**src/rtl/instruction_fetch_unit_if.sv**
```systemverilog
// instruction_fetch_unit_if: fetch-unit bus bundle.
// master (fetch unit): drives InstrMem_Address, Instruction, OP, InstrValid, PC_plus4, RetiredCount;
//   samples Stall, BranchEQ, BranchNE, Zero, Jump, BranchOffset, JumpTarget, InstrMem_Data, InstrMem_Ready.
// slave (memory/pipeline side): the mirror image.
interface instruction_fetch_unit_if;
    logic        Stall;
    logic        BranchEQ;
    logic        BranchNE;
    logic        Zero;
    logic        Jump;
    logic [31:0] BranchOffset;
    logic [25:0] JumpTarget;
    logic [31:0] InstrMem_Data;
    logic        InstrMem_Ready;
    logic [31:0] InstrMem_Address;
    logic [31:0] Instruction;
    logic [5:0]  OP;
    logic        InstrValid;
    logic [31:0] PC_plus4;
    logic [31:0] RetiredCount;

    modport master (
        input  Stall, BranchEQ, BranchNE, Zero, Jump, BranchOffset, JumpTarget,
               InstrMem_Data, InstrMem_Ready,
        output InstrMem_Address, Instruction, OP, InstrValid, PC_plus4, RetiredCount
    );

    modport slave (
        output Stall, BranchEQ, BranchNE, Zero, Jump, BranchOffset, JumpTarget,
               InstrMem_Data, InstrMem_Ready,
        input  InstrMem_Address, Instruction, OP, InstrValid, PC_plus4, RetiredCount
    );
endinterface

```
**src/rtl/instruction_fetch_unit.sv**
```systemverilog
// instruction_fetch_unit: two-state fetch engine that presents one instruction at a time and steps the PC on accept.
// Ports: clk, reset (sync, active-high); bus (master modport) carries memory read, branch/jump controls and outputs.
module instruction_fetch_unit #(
    parameter logic [31:0] RESET_PC = 32'h0040_0000
) (
    input logic                        clk,
    input logic                        reset,
    instruction_fetch_unit_if.master   bus
);
    typedef enum logic {FETCH, VALID} state_t;

    state_t      state, nextState;
    logic [31:0] pc, nextPc, pcPlus4, branchTarget, instruction, retiredCount;
    logic        taken, capture, accept;

    assign pcPlus4      = pc + 32'd4;
    assign branchTarget = pcPlus4 + {bus.BranchOffset[29:0], 2'b00};
    // Both branch kinds asserted together always resolve taken, since Zero is either 0 or 1.
    assign taken        = (bus.BranchEQ & bus.Zero) | (bus.BranchNE & ~bus.Zero);
    assign nextPc       = bus.Jump ? {pcPlus4[31:28], bus.JumpTarget, 2'b00} :
                          taken    ? branchTarget : pcPlus4;

    always_comb begin
        nextState = state;
        capture   = 1'b0;
        accept    = 1'b0;
        if (state == FETCH) begin
            capture   = bus.InstrMem_Ready;
            nextState = bus.InstrMem_Ready ? VALID : FETCH;
        end else begin
            accept    = ~bus.Stall;
            nextState = bus.Stall ? VALID : FETCH;
        end
    end

    always_ff @(posedge clk) begin
        if (reset) begin
            state        <= FETCH;
            pc           <= RESET_PC;
            instruction  <= 32'd0;
            retiredCount <= 32'd0;
        end else begin
            state <= nextState;
            if (capture) instruction <= bus.InstrMem_Data;
            if (accept) begin
                pc           <= nextPc;
                retiredCount <= retiredCount + 32'd1;
            end
        end
    end

    assign bus.InstrMem_Address = pc;
    assign bus.Instruction      = instruction;
    assign bus.OP               = instruction[31:26];
    assign bus.InstrValid       = (state == VALID);
    assign bus.PC_plus4         = pcPlus4;
    assign bus.RetiredCount     = retiredCount;
endmodule

```
**src/flat_wrapper.sv**
```systemverilog
// flat-port wrapper written by rule: the top's interface ports become plain ports
module instruction_fetch_unit_flat 
#(
    parameter logic [31:0] RESET_PC = 32'h0040_0000
)
  (clk, reset, bus_Stall, bus_BranchEQ, bus_BranchNE, bus_Zero, bus_Jump, bus_BranchOffset, bus_JumpTarget, bus_InstrMem_Data, bus_InstrMem_Ready, bus_InstrMem_Address, bus_Instruction, bus_OP, bus_InstrValid, bus_PC_plus4, bus_RetiredCount);
  instruction_fetch_unit_if bus_i ();
  input logic clk;
  input logic reset;
  input wire logic [$bits(bus_i.Stall)-1:0] bus_Stall;
  input wire logic [$bits(bus_i.BranchEQ)-1:0] bus_BranchEQ;
  input wire logic [$bits(bus_i.BranchNE)-1:0] bus_BranchNE;
  input wire logic [$bits(bus_i.Zero)-1:0] bus_Zero;
  input wire logic [$bits(bus_i.Jump)-1:0] bus_Jump;
  input wire logic [$bits(bus_i.BranchOffset)-1:0] bus_BranchOffset;
  input wire logic [$bits(bus_i.JumpTarget)-1:0] bus_JumpTarget;
  input wire logic [$bits(bus_i.InstrMem_Data)-1:0] bus_InstrMem_Data;
  input wire logic [$bits(bus_i.InstrMem_Ready)-1:0] bus_InstrMem_Ready;
  output wire logic [$bits(bus_i.InstrMem_Address)-1:0] bus_InstrMem_Address;
  output wire logic [$bits(bus_i.Instruction)-1:0] bus_Instruction;
  output wire logic [$bits(bus_i.OP)-1:0] bus_OP;
  output wire logic [$bits(bus_i.InstrValid)-1:0] bus_InstrValid;
  output wire logic [$bits(bus_i.PC_plus4)-1:0] bus_PC_plus4;
  output wire logic [$bits(bus_i.RetiredCount)-1:0] bus_RetiredCount;
  assign bus_i.Stall = bus_Stall;
  assign bus_i.BranchEQ = bus_BranchEQ;
  assign bus_i.BranchNE = bus_BranchNE;
  assign bus_i.Zero = bus_Zero;
  assign bus_i.Jump = bus_Jump;
  assign bus_i.BranchOffset = bus_BranchOffset;
  assign bus_i.JumpTarget = bus_JumpTarget;
  assign bus_i.InstrMem_Data = bus_InstrMem_Data;
  assign bus_i.InstrMem_Ready = bus_InstrMem_Ready;
  assign bus_InstrMem_Address = bus_i.InstrMem_Address;
  assign bus_Instruction = bus_i.Instruction;
  assign bus_OP = bus_i.OP;
  assign bus_InstrValid = bus_i.InstrValid;
  assign bus_PC_plus4 = bus_i.PC_plus4;
  assign bus_RetiredCount = bus_i.RetiredCount;
  instruction_fetch_unit #(.RESET_PC(RESET_PC)) u_core (.clk(clk), .reset(reset), .bus(bus_i));
endmodule
```
**config.mk**
```make
export PLATFORM = sky130hd
export DESIGN_NAME = instruction_fetch_unit_flat
export DESIGN_NICKNAME = d
export VERILOG_FILES = /design/src/rtl/instruction_fetch_unit_if.sv /design/src/rtl/instruction_fetch_unit.sv /design/src/flat_wrapper.sv
export SDC_FILE = /design/constraint.sdc
export NUM_CORES = 1
export LEC_CHECK = 0
export BUFFER_PORTS_ARGS = -buffer_cell sky130_fd_sc_hd__buf_2
export CAP_MARGIN = 20
export CORE_ASPECT_RATIO = 1.5
export CORE_MARGIN = 4
export CORE_UTILIZATION = 40
export DETAILED_ROUTE_END_ITERATION = 8
export PLACE_DENSITY_LB_ADDON = 0.05
export SETUP_SLACK_MARGIN = 0.05
export SLEW_MARGIN = 20
export SYNTH_ARGS = -nofsm -noshare
export SYNTH_HDL_FRONTEND = slang
export SYNTH_SLANG_ARGS = --single-unit
```
**constraint.sdc**
```tcl
create_clock -name clk -period 4.6 [get_ports clk]
set_input_delay 0.92 -clock clk [delete_from_list [all_inputs] [get_ports clk]]
set_output_delay 0.92 -clock clk [all_outputs]
set_load 0.005 [all_outputs]
```
# --- Word-level counts from Yosys, hierarchy flattened ---
# Index checks and enable logic that the tools add are counted.
word_totals:
  register_bits: 97
  in_bits: 98
  output_inout_bits: 135
classes:
  addsub: 3
  mux: 7
  bitwise: 5
op_table:
  columns: ["cell", "count"]
  rows:
  - ["$mux 32", 2]
  - ["$add 32x1->32 const B", 1]
  - ["$add 32x3->32 const B", 1]
  - ["$add 32x32->32", 1]
  - ["$mux 1", 5]
  - ["$and 1x1->1", 2]
  - ["$not 1->1", 2]
  - ["$or 1x1->1", 1]

# --- Logic depth before layout (Yosys ltp) ---
# Gate-level depths: netlist of run 1.
depth:
  ltp_word: 5
  depth_mapped: 17

# --- Worst setup path after synthesis of run 1 ---
# Ideal clock, no wire load.
synth_timing:
  path_type: "flip-flop to flip-flop"
  start: "reg u_core.pc[2], in the netlist u_core.bus.InstrMem_Address[2]"
  end: "reg u_core.pc[28], in the netlist u_core.bus.InstrMem_Address[28]"
  setup_ps: 91
  arrival_ps: 3580
  required_ps: 4509
  slack_ps: 929
  path_stages_with_launch: 17
  n_path_buf: 0
  period_less_slack_ps: 3671
  cell_sequence: "dfxtp_1 > ha_1 > nand3_1 > nor2_1 > and2_1 > nand2_1 > xnor2_1 > ha_1 > and3_1 > a221o_1 > a31oi_2 > o211a_4 > a21oi_2 > a311oi_1 > o22ai_1 > mux2_4 > a311oi_1"
synth_via:
  elab_chain_len: 4
synth_lines:
  columns: ["element", "line_no", "source"]
  rows:
  - ["start, declared", "instruction_fetch_unit.sv:13", "logic [31:0] pc, nextPc, pcPlus4, branchTarget, instruction, retiredCount;"]
  - ["start signal, assigned", "instruction_fetch_unit.sv:46", "pc <= nextPc;"]
  - ["$add 32x3->32", "instruction_fetch_unit.sv:16", "assign pcPlus4 = pc + 32'd4;"]
  - ["via bus_PC_plus4[12]", "flat_wrapper.sv:23", "output wire logic [$bits(bus_i.PC_plus4)-1:0] bus_PC_plus4;"]
  - ["$add 32x32->32", "instruction_fetch_unit.sv:17", "assign branchTarget = pcPlus4 + {bus.BranchOffset[29:0], 2'b00};"]
  - ["$mux 32", "instruction_fetch_unit.sv:21", "taken ? branchTarget : pcPlus4;"]
  - ["$mux 32", "instruction_fetch_unit.sv:20", "assign nextPc = bus.Jump ? {pcPlus4[31:28], bus.JumpTarget, 2'b00} :"]
# The timed path passes the listed nets, and every way through them passes these cells.
# A chain may end at the register's enable or synchronous reset.

# --- Worst setup path after layout of run 1 ---
layout_timing:
  start: "reg u_core.pc[12], in the netlist u_core.bus.InstrMem_Address[12]"
  end: "reg u_core.pc[30], in the netlist u_core.bus.InstrMem_Address[30]"
layout_via:
  elab_chain_len: 4
layout_lines:
  columns: ["element", "line_no"]
  rows:
  - ["$add 32x3->32 *", "instruction_fetch_unit.sv:16"]
  - ["$add 32x32->32", "instruction_fetch_unit.sv:17"]
  - ["$mux 32", "instruction_fetch_unit.sv:21"]
  - ["$mux 32 *", "instruction_fetch_unit.sv:20"]
# Every way passes the cells marked *; elsewhere a longest branch is shown, timed or not.

==> results of run 1 <==
placed cells by master, fill, tap and decap left out, types with 3 or more instances in the layout:
cell | netlist | layout
a311oi_1 | 6 | 6
buf_4 | 11 | 15
and3_1 | 15 | 15
nand2b_1 | 8 | 8
o211ai_1 | 21 | 21
o22ai_1 | 3 | 3
xnor2_1 | 29 | 29
ha_1 | 37 | 37
nand3_1 | 24 | 24
or3_1 | 10 | 10
nor3_1 | 13 | 13
o21ai_0 | 38 | 38
o21a_1 | 3 | 3
a31oi_1 | 7 | 7
o21bai_1 | 6 | 6
nor2_1 | 79 | 79
a21o_1 | 8 | 8
a21oi_1 | 88 | 88
inv_1 | 11 | 11
buf_2 | 0 | 226
and4_1 | 7 | 7
inv_8 | 0 | 4
xor2_1 | 44 | 44
o211a_1 | 3 | 3
a211oi_1 | 8 | 8
nand4_1 | 15 | 15
nor2b_1 | 8 | 6
nor3b_1 | 3 | 3
nand2_1 | 143 | 143
clkbuf_16 | 0 | 9
a311o_1 | 3 | 3
conb_1 | 1 | 4
and2_1 | 8 | 8
dfxtp_1 | 95 | 95
routing by layer:
metal	GRT usage, %	wire length [um]	vias to the layer above
li1	-	-	3329
met5	0	0	-
met4	8.52	560	0
met1	25.2	8040	2966
met3	5.55	1330	31
met2	37.6	9920	209
worst max-delay path: stages (launching register included):
cell and delay, ns:
dfxtp_1 0.44, and4_1 0.29, and4_1 0.23, nand4_1 0.24
nor3_2 0.37, and3_1 0.21, xor2_1 0.38, ha_1 0.35
a21oi_1 0.13, o21ai_0 0.14, or3_1 0.33, a211oi_1 0.30
o41ai_1 0.15, xor2_1 0.19, nand2_1 0.07, a311oi_1 0.26
how the worst max path moves through the flow:
stage	cells past startpoint	startpoint	slack, ns	to
6_report	15	u_core.bus.InstrMem_Address[12]$_SDFFE_PP0P_	0.42	u_core.bus.InstrMem_Address[30]$_SDFFE_PP0P_
2_1_floorplan	16	u_core.bus.InstrMem_Address[2]$_SDFFE_PP0P_	0.93	u_core.bus.InstrMem_Address[28]$_SDFFE_PP0P_
3_5_place_dp	16	u_core.bus.InstrMem_Address[2]$_SDFFE_PP0P_	0.46	u_core.bus.InstrMem_Address[22]$_SDFFE_PP1P_
4_1_cts	15	u_core.bus.InstrMem_Address[11]$_SDFFE_PP0P_	0.42	u_core.bus.InstrMem_Address[31]$_SDFFE_PP0P_
3_3_place_gp	16	u_core.bus.InstrMem_Address[2]$_SDFFE_PP0P_	0.46	u_core.bus.InstrMem_Address[31]$_SDFFE_PP0P_
5_1_grt	15	u_core.bus.InstrMem_Address[11]$_SDFFE_PP0P_	0.05	u_core.bus.InstrMem_Address[31]$_SDFFE_PP0P_
cells by family after synthesis:
logic type | count (synthesis) | synth area share [%]
compound gates | 218 | 21.8
xor+xnor | 73 | 10.1
fa+ha+maj | 38 | 7.66
buf+inv | 64 | 4.47
flops | 95 | 30.2
mux | 5 | 0.894
other cells | 1 | 0.0595
simple gates | 340 | 24.8
registers in the layout, indices dropped and copies added (netlist names):
signal	flops
u_core.bus.RetiredCount	32
u_core.bus.InstrValid	1
u_core.bus.InstrMem_Address	30
u_core.bus.Instruction	32
metrics by stage:
stage | worst slack (ns) | hold slack (ns) | power, mW | instance area, um^2
after floorplan | 0.929 | 0.453 | 1.16 | 6310
after global placement | 0.456 | 0.440 | 1.32 | 7590
after detailed placement | 0.464 | 0.445 | 1.33 | 7590
after CTS | 0.422 | 0.455 | 2.10 | 7890
after global routing | 0.0512 | 0.468 | 2.18 | 7890
final | 0.420 | 0.454 | 2.06 | 7890
final cells by class:
type | instances | area (um^2)
clock inverter | 7 | 78.8
fill | 1662 | 7390
sequential | 95 | 1900
tap | 199 | 249
timing repair buffer | 241 | 1240
clock buffer | 9 | 225
inverter | 12 | 45.0
multi-input combinational | 678 | 4150
report_power, final:
| part | switching, mW | internal [mW] | leakage (nW) |
|---|---|---|---|
| Sequential | 0.0273 | 0.852 | 0.773 |
| Combinational | 0.245 | 0.182 | 2.71 |
| Clock | 0.368 | 0.390 | 0.151 |
| Total | 0.640 | 1.42 | 3.64 |
==> results.sh, run 1 <==
export IMPL_yosysSeqAreaShare_pct=30.2
export IMPL_rsz0062_at_grt="false"
export IMPL_post_cts_buffers=0
export IMPL_synth_edf_count=0
export IMPL_clk_pin_slew_worst_paths_ns=0.07
export IMPL_cts_resized_gates=0
export IMPL_cts_buffers=9
export IMPL_arrival_ns=4.43
export IMPL_max_slew_margin_rel_pct=45.3
export IMPL_fin_crit_sh_pct=90.9
export IMPL_fin_worst_skew_ns=0.00780
export IMPL_antenna_cells=0
export IMPL_grt_overflow=0
export IMPL_grt_pass1_wl_mm=31.9
export IMPL_rrSetupSlack_ns=0.42
export IMPL_synth_area_leader_cell="dfxtp_1"
export IMPL_nNetsFinal=1173
export IMPL_clock_path_buffers=2
export IMPL_drive_gt1_share_pct=26.1
export IMPL_post_place_cells=1225
export IMPL_vias_per_cell=5.27
export IMPL_hpwl_mm=15.4
export IMPL_leakage_nw=3.64
export IMPL_maxCapViolCount=0
export IMPL_design_core_area_um2=15300
export IMPL_die_area_um2=17900
export IMPL_worst_setup_path_end_kind="flop"
export IMPL_ys_flop_type="dfxtp_1"
export IMPL_synth_cell_type_count=63
export IMPL_die_w_um=110
export IMPL_antenna_left=0
export IMPL_synth_area_per_cell_um2=7.56
export IMPL_clkLatencyLatePin_ns=0.34
export IMPL_drc=0
export IMPL_fp_dieH_um=162
export IMPL_slew_violations=0
export IMPL_rr_startpoint="u_core.bus.InstrMem_Address[12]$_SDFFE_PP0P_"
export IMPL_grt_pass1_vias=6380
export IMPL_clock_sinks=95
export IMPL_worst_pin_slew_ns=0.820
export IMPL_routed_wirelength_mm=19.9
export IMPL_fin_crit_ns=4.18
export IMPL_peakVddDrop_v=0.000185
export IMPL_synthCells=834
export IMPL_antenna_found_initial=0
export IMPL_outcome="complete, no violations"
export IMPL_crit_fanout=6
export IMPL_htree_levels=3
export IMPL_critPathKind="flop to flop"
export IMPL_drt_pass1_iter_count=5
export IMPL_synth_top_cell_area_share_pct=30.2
export IMPL_grtUsageTotal_pct=21.5
export IMPL_ys_async_sr_fraction_pct=0
export IMPL_yosys_top_cells_count="143 x nand2_1, 95 x dfxtp_1, 88 x a21oi_1, 79 x nor2_1, 44 x xor2_1"
export IMPL_cts_hold_buf=0
export IMPL_setup_viol=0
export IMPL_setup_tns_final_ns=0
export IMPL_hold_path_class="flop to flop"
export IMPL_fin_util_pct=51.6
export IMPL_yosysMostFrequentCell="nand2_1"
export IMPL_powerDensity_nw_per_um2=262
export IMPL_instances_no_fill=1241
export IMPL_io_buffer_count=226
export IMPL_pin_count=233
export IMPL_clock_fmax_ghz=0.239
export IMPL_r2r_end="u_core.bus.InstrMem_Address[30]$_SDFFE_PP0P_"
export IMPL_start_kind="flop"
export IMPL_min_from="u_core.bus.Instruction[5]$_SDFFE_PP0P_"
export IMPL_timing_hold_violations_final=0
export IMPL_cts_root_buf="clkbuf_16"
export IMPL_rows=55
export IMPL_worstHoldEndpoint="u_core.bus.Instruction[5]$_SDFFE_PP0P_"
export IMPL_netlist_area_um2=6300
export IMPL_whs_path_depth=2
export IMPL_place_gp_congestion=0.879
export IMPL_ys_ff_latch=95
export IMPL_drtIter0Drc=322
export IMPL_tritoncts="yes"
export IMPL_vias=6535
export IMPL_synth_warning_count=0
export IMPL_wl_per_cell_um=16.0
export IMPL_reg2regPathDepth=15
export IMPL_synthTopCellsByArea="dfxtp_1 30%, nand2_1 8.5%, ha_1 7.3%, a21oi_1 7.0%, xor2_1 6.1%"
export IMPL_start_util_pct=41.2
export IMPL_area_delta_synth_final_pct=25.2
export IMPL_required_ns=4.85
export IMPL_grt_max_degree=58
No activity file was read; power rests on OpenSTA's default activity.
==> run 2, diff against run 1 <==
--- a/config.mk
+++ b/config.mk
@@ -7,9 +7,11 @@
 export LEC_CHECK = 0
 export BUFFER_PORTS_ARGS = -buffer_cell sky130_fd_sc_hd__buf_2
 export CAP_MARGIN = 20
+export CELL_PAD_IN_SITES_DETAIL_PLACEMENT = 0
+export CELL_PAD_IN_SITES_GLOBAL_PLACEMENT = 1
 export CORE_ASPECT_RATIO = 1.5
 export CORE_MARGIN = 4
-export CORE_UTILIZATION = 40
+export CORE_UTILIZATION = 32
 export DETAILED_ROUTE_END_ITERATION = 8
 export PLACE_DENSITY_LB_ADDON = 0.05
 export SETUP_SLACK_MARGIN = 0.05
==> constraint.sdc (replaced) <==
create_clock -name clk -period 3.45 [get_ports clk]
set_input_delay 0.69 -clock clk [delete_from_list [all_inputs] [get_ports clk]]
set_output_delay 0.69 -clock clk [all_outputs]
set_load 0.005 [all_outputs]
==> results.sh, run 2 (synthesis results as in run 1) <==
export IMPL_design_core_area_um2=19200
export IMPL_clock_fmax_ghz=0.280
export IMPL_hold_path_class="flop to flop"
export IMPL_clock_path_buffers=2
export IMPL_fin_crit_sh_pct=104
export IMPL_drive_gt1_share_pct=42.2
export IMPL_die_w_um=123
export IMPL_grt_overflow=0
export IMPL_die_area_um2=22000
export IMPL_drtIter0Drc=217
export IMPL_power_internal_mw=2.14
export IMPL_grtUsageTotal_pct=21.2
export IMPL_final_common_cell="buf_2"
export IMPL_setup_tns_final_ns=-0.290
export IMPL_dpl_instance_area_um2=8560
export IMPL_vias_per_cell=4.93
export IMPL_vias=7065
export IMPL_fillerInstances=2036
export IMPL_io_buffer_count=226
export IMPL_peakVddDrop_v=0.000275
export IMPL_arrival_ns=3.84
export IMPL_crit_fanout=4
export IMPL_rrSetupSlack_ns=-0.12
export IMPL_drc=0
export IMPL_start_kind="flop"
export IMPL_grt_pass1_vias=6955
export IMPL_power_switching_mw=0.914
export IMPL_nNetsFinal=1309
export IMPL_worst_setup_path_end_kind="flop"
export IMPL_min_from="u_core.bus.Instruction[3]$_SDFFE_PP0P_"
export IMPL_critPathTopFamily="compound AO/OA/AOI/OAI gates"
export IMPL_timing_hold_violations_final=0
export IMPL_combPwrFrac_pct=25.0
export IMPL_maxCapViolCount=0
export IMPL_clock_sinks=95
export IMPL_fin_ws_ns=-0.122
export IMPL_critPathKind="flop to flop"
export IMPL_max_slew_margin_rel_pct=59.1
export IMPL_clock_power_share_pct=36.7
export IMPL_startpoint="u_core.bus.InstrMem_Address[3]$_SDFFE_PP0P_"
export IMPL_area_delta_synth_final_pct=53.9
export IMPL_tritoncts="yes"
export IMPL_worstHoldEndpoint="u_core.bus.Instruction[3]$_SDFFE_PP0P_"
export IMPL_antenna_cells=0
export IMPL_violations="negative setup slack"
export IMPL_clk_pin_slew_worst_paths_ns=0.07
export IMPL_cp_common_cell="a311oi_2"
export IMPL_wl_per_cell_um=16.6
export IMPL_r2r_end="u_core.bus.InstrMem_Address[28]$_SDFFE_PP0P_"
export IMPL_fin_worst_skew_ns=0.00854
export IMPL_slowest_delay_ns=0.39
export IMPL_leakage_nw=4.53
export IMPL_hpwl_mm=18.1
export IMPL_rows=62
export IMPL_final_cell_mix="225 x buf_2, 143 x buf_4, 139 x nand2_1"
export IMPL_rr_startpoint="u_core.bus.InstrMem_Address[3]$_SDFFE_PP0P_"
export IMPL_outcome="finished with violations"
export IMPL_hold_ws_ns=0.453
export IMPL_place_gp_congestion=0.859
export IMPL_cts_buffers=9
export IMPL_antenna_found_initial=0
export IMPL_clkLatencyLatePin_ns=0.36
export IMPL_pin_count=233
export IMPL_setup_viol=5
export IMPL_cts_root_buf="clkbuf_16"
export IMPL_crit_chain="ha_4, nand3_4, nor2_4, and2_4, nand2_4, xnor2_2, ha_1, and3_4, a221o_1, a31oi_4, o211a_4, a21oi_4, a311oi_2, o22ai_2, mux2_4, a311oi_2"
export IMPL_fin_crit_ns=3.57
export IMPL_antenna_left=0
export IMPL_p_sw_share_pct=30.0
export IMPL_worst_pin_slew_ns=0.614
export IMPL_reg2regPathDepth=16
export IMPL_start_util_pct=32.8
export IMPL_powerDensity_nw_per_um2=315
export IMPL_p_seq_share_pct=38.3
export IMPL_whs_path_depth=2
export IMPL_rsz0062_at_grt="true"
export IMPL_fin_area_um2=9700
export IMPL_required_ns=3.72
export IMPL_routed_wirelength_mm=23.8
export IMPL_slew_violations=0
export IMPL_crit_buf_inv=0
export IMPL_fin_util_pct=50.4
export IMPL_power_total_mw=3.05
export IMPL_cts_hold_buf=0
export IMPL_grt_pass1_wl_mm=37.1
export IMPL_grt_max_degree=57
export IMPL_drt_pass1_iter_count=4
export IMPL_htree_levels=3
export IMPL_fp_dieH_um=180
export IMPL_slowest_stage="a221o_1"
-- run 2: repair_timing --
item,CTS,global route
endpoints found under the setup margin,15,18
resized for setup,56,63
pin swaps,50,53
setup buffers,16,10
-- run 2: cell type report --
cell class / instances / area [um^2] / share of cell area (%)
inverter: 12 / 45.0 / 0.465
tap: 256 / 320 / 3.30
clock inverter: 6 / 91.3 / 0.942
clock buffer: 9 / 225 / 2.32
timing repair buffer: 377 / 2310 / 23.8
multi-input combinational: 678 / 4790 / 49.4
sequential: 95 / 1920 / 19.8
-- run 2: stage by stage --
step / instances / setup WS (ns)
after floorplan: 837 / 0.0295
after global placement: 1392 / -0.245
after detailed placement: 1392 / -0.268
after CTS: 1423 / -0.0587
after global routing: 1433 / -0.246
final: 1433 / -0.122
-- run 2: tightest hold or removal path: cells and delay by family (launching register included) --
family	cells	cell delay, ns
DFF	1	0.31
and+or+nand+nor	1	0.05
AOI/OAI and AO/OA	1	0.05
-- run 2: how the worst max path moves through the flow --
stage / endpoint / slack [ns] / cells past startpoint
final: u_core.bus.InstrMem_Address[28]$_SDFFE_PP0P_ / -0.12 / 16
after floorplan: u_core.bus.InstrMem_Address[28]$_SDFFE_PP0P_ / 0.03 / 14
after global placement: u_core.bus.InstrMem_Address[30]$_SDFFE_PP0P_ / -0.25 / 15
after global routing: u_core.bus.InstrMem_Address[28]$_SDFFE_PP0P_ / -0.25 / 16
after CTS: u_core.bus.InstrMem_Address[22]$_SDFFE_PP1P_ / -0.06 / 16
after detailed placement: u_core.bus.InstrMem_Address[31]$_SDFFE_PP0P_ / -0.27 / 17
-- run 2: metal layers --
metal | vias to the layer above | track usage, % | part of all wire [%] | wire [um]
li1 | 3601 | - | - | -
met1 | 3267 | 23.3 | 39 | 9250
met2 | 170 | 40.0 | 54 | 12900
met3 | 27 | 4.53 | 5.6 | 1340
met4 | 0 | 5.74 | 1.5 | 369
met5 | - | 0 | 0 | 0
-- run 2: power groups by stage --
stage,Sequential (mW),Clock (mW),Combinational [mW]
6_report,1.17,1.12,0.762
5_1_grt,1.17,1.19,0.839
4_1_cts,1.17,1.16,0.725
3_5_place_dp,1.19,0,0.686
3_3_place_gp,1.19,0,0.685
2_1_floorplan,1.20,0,0.355
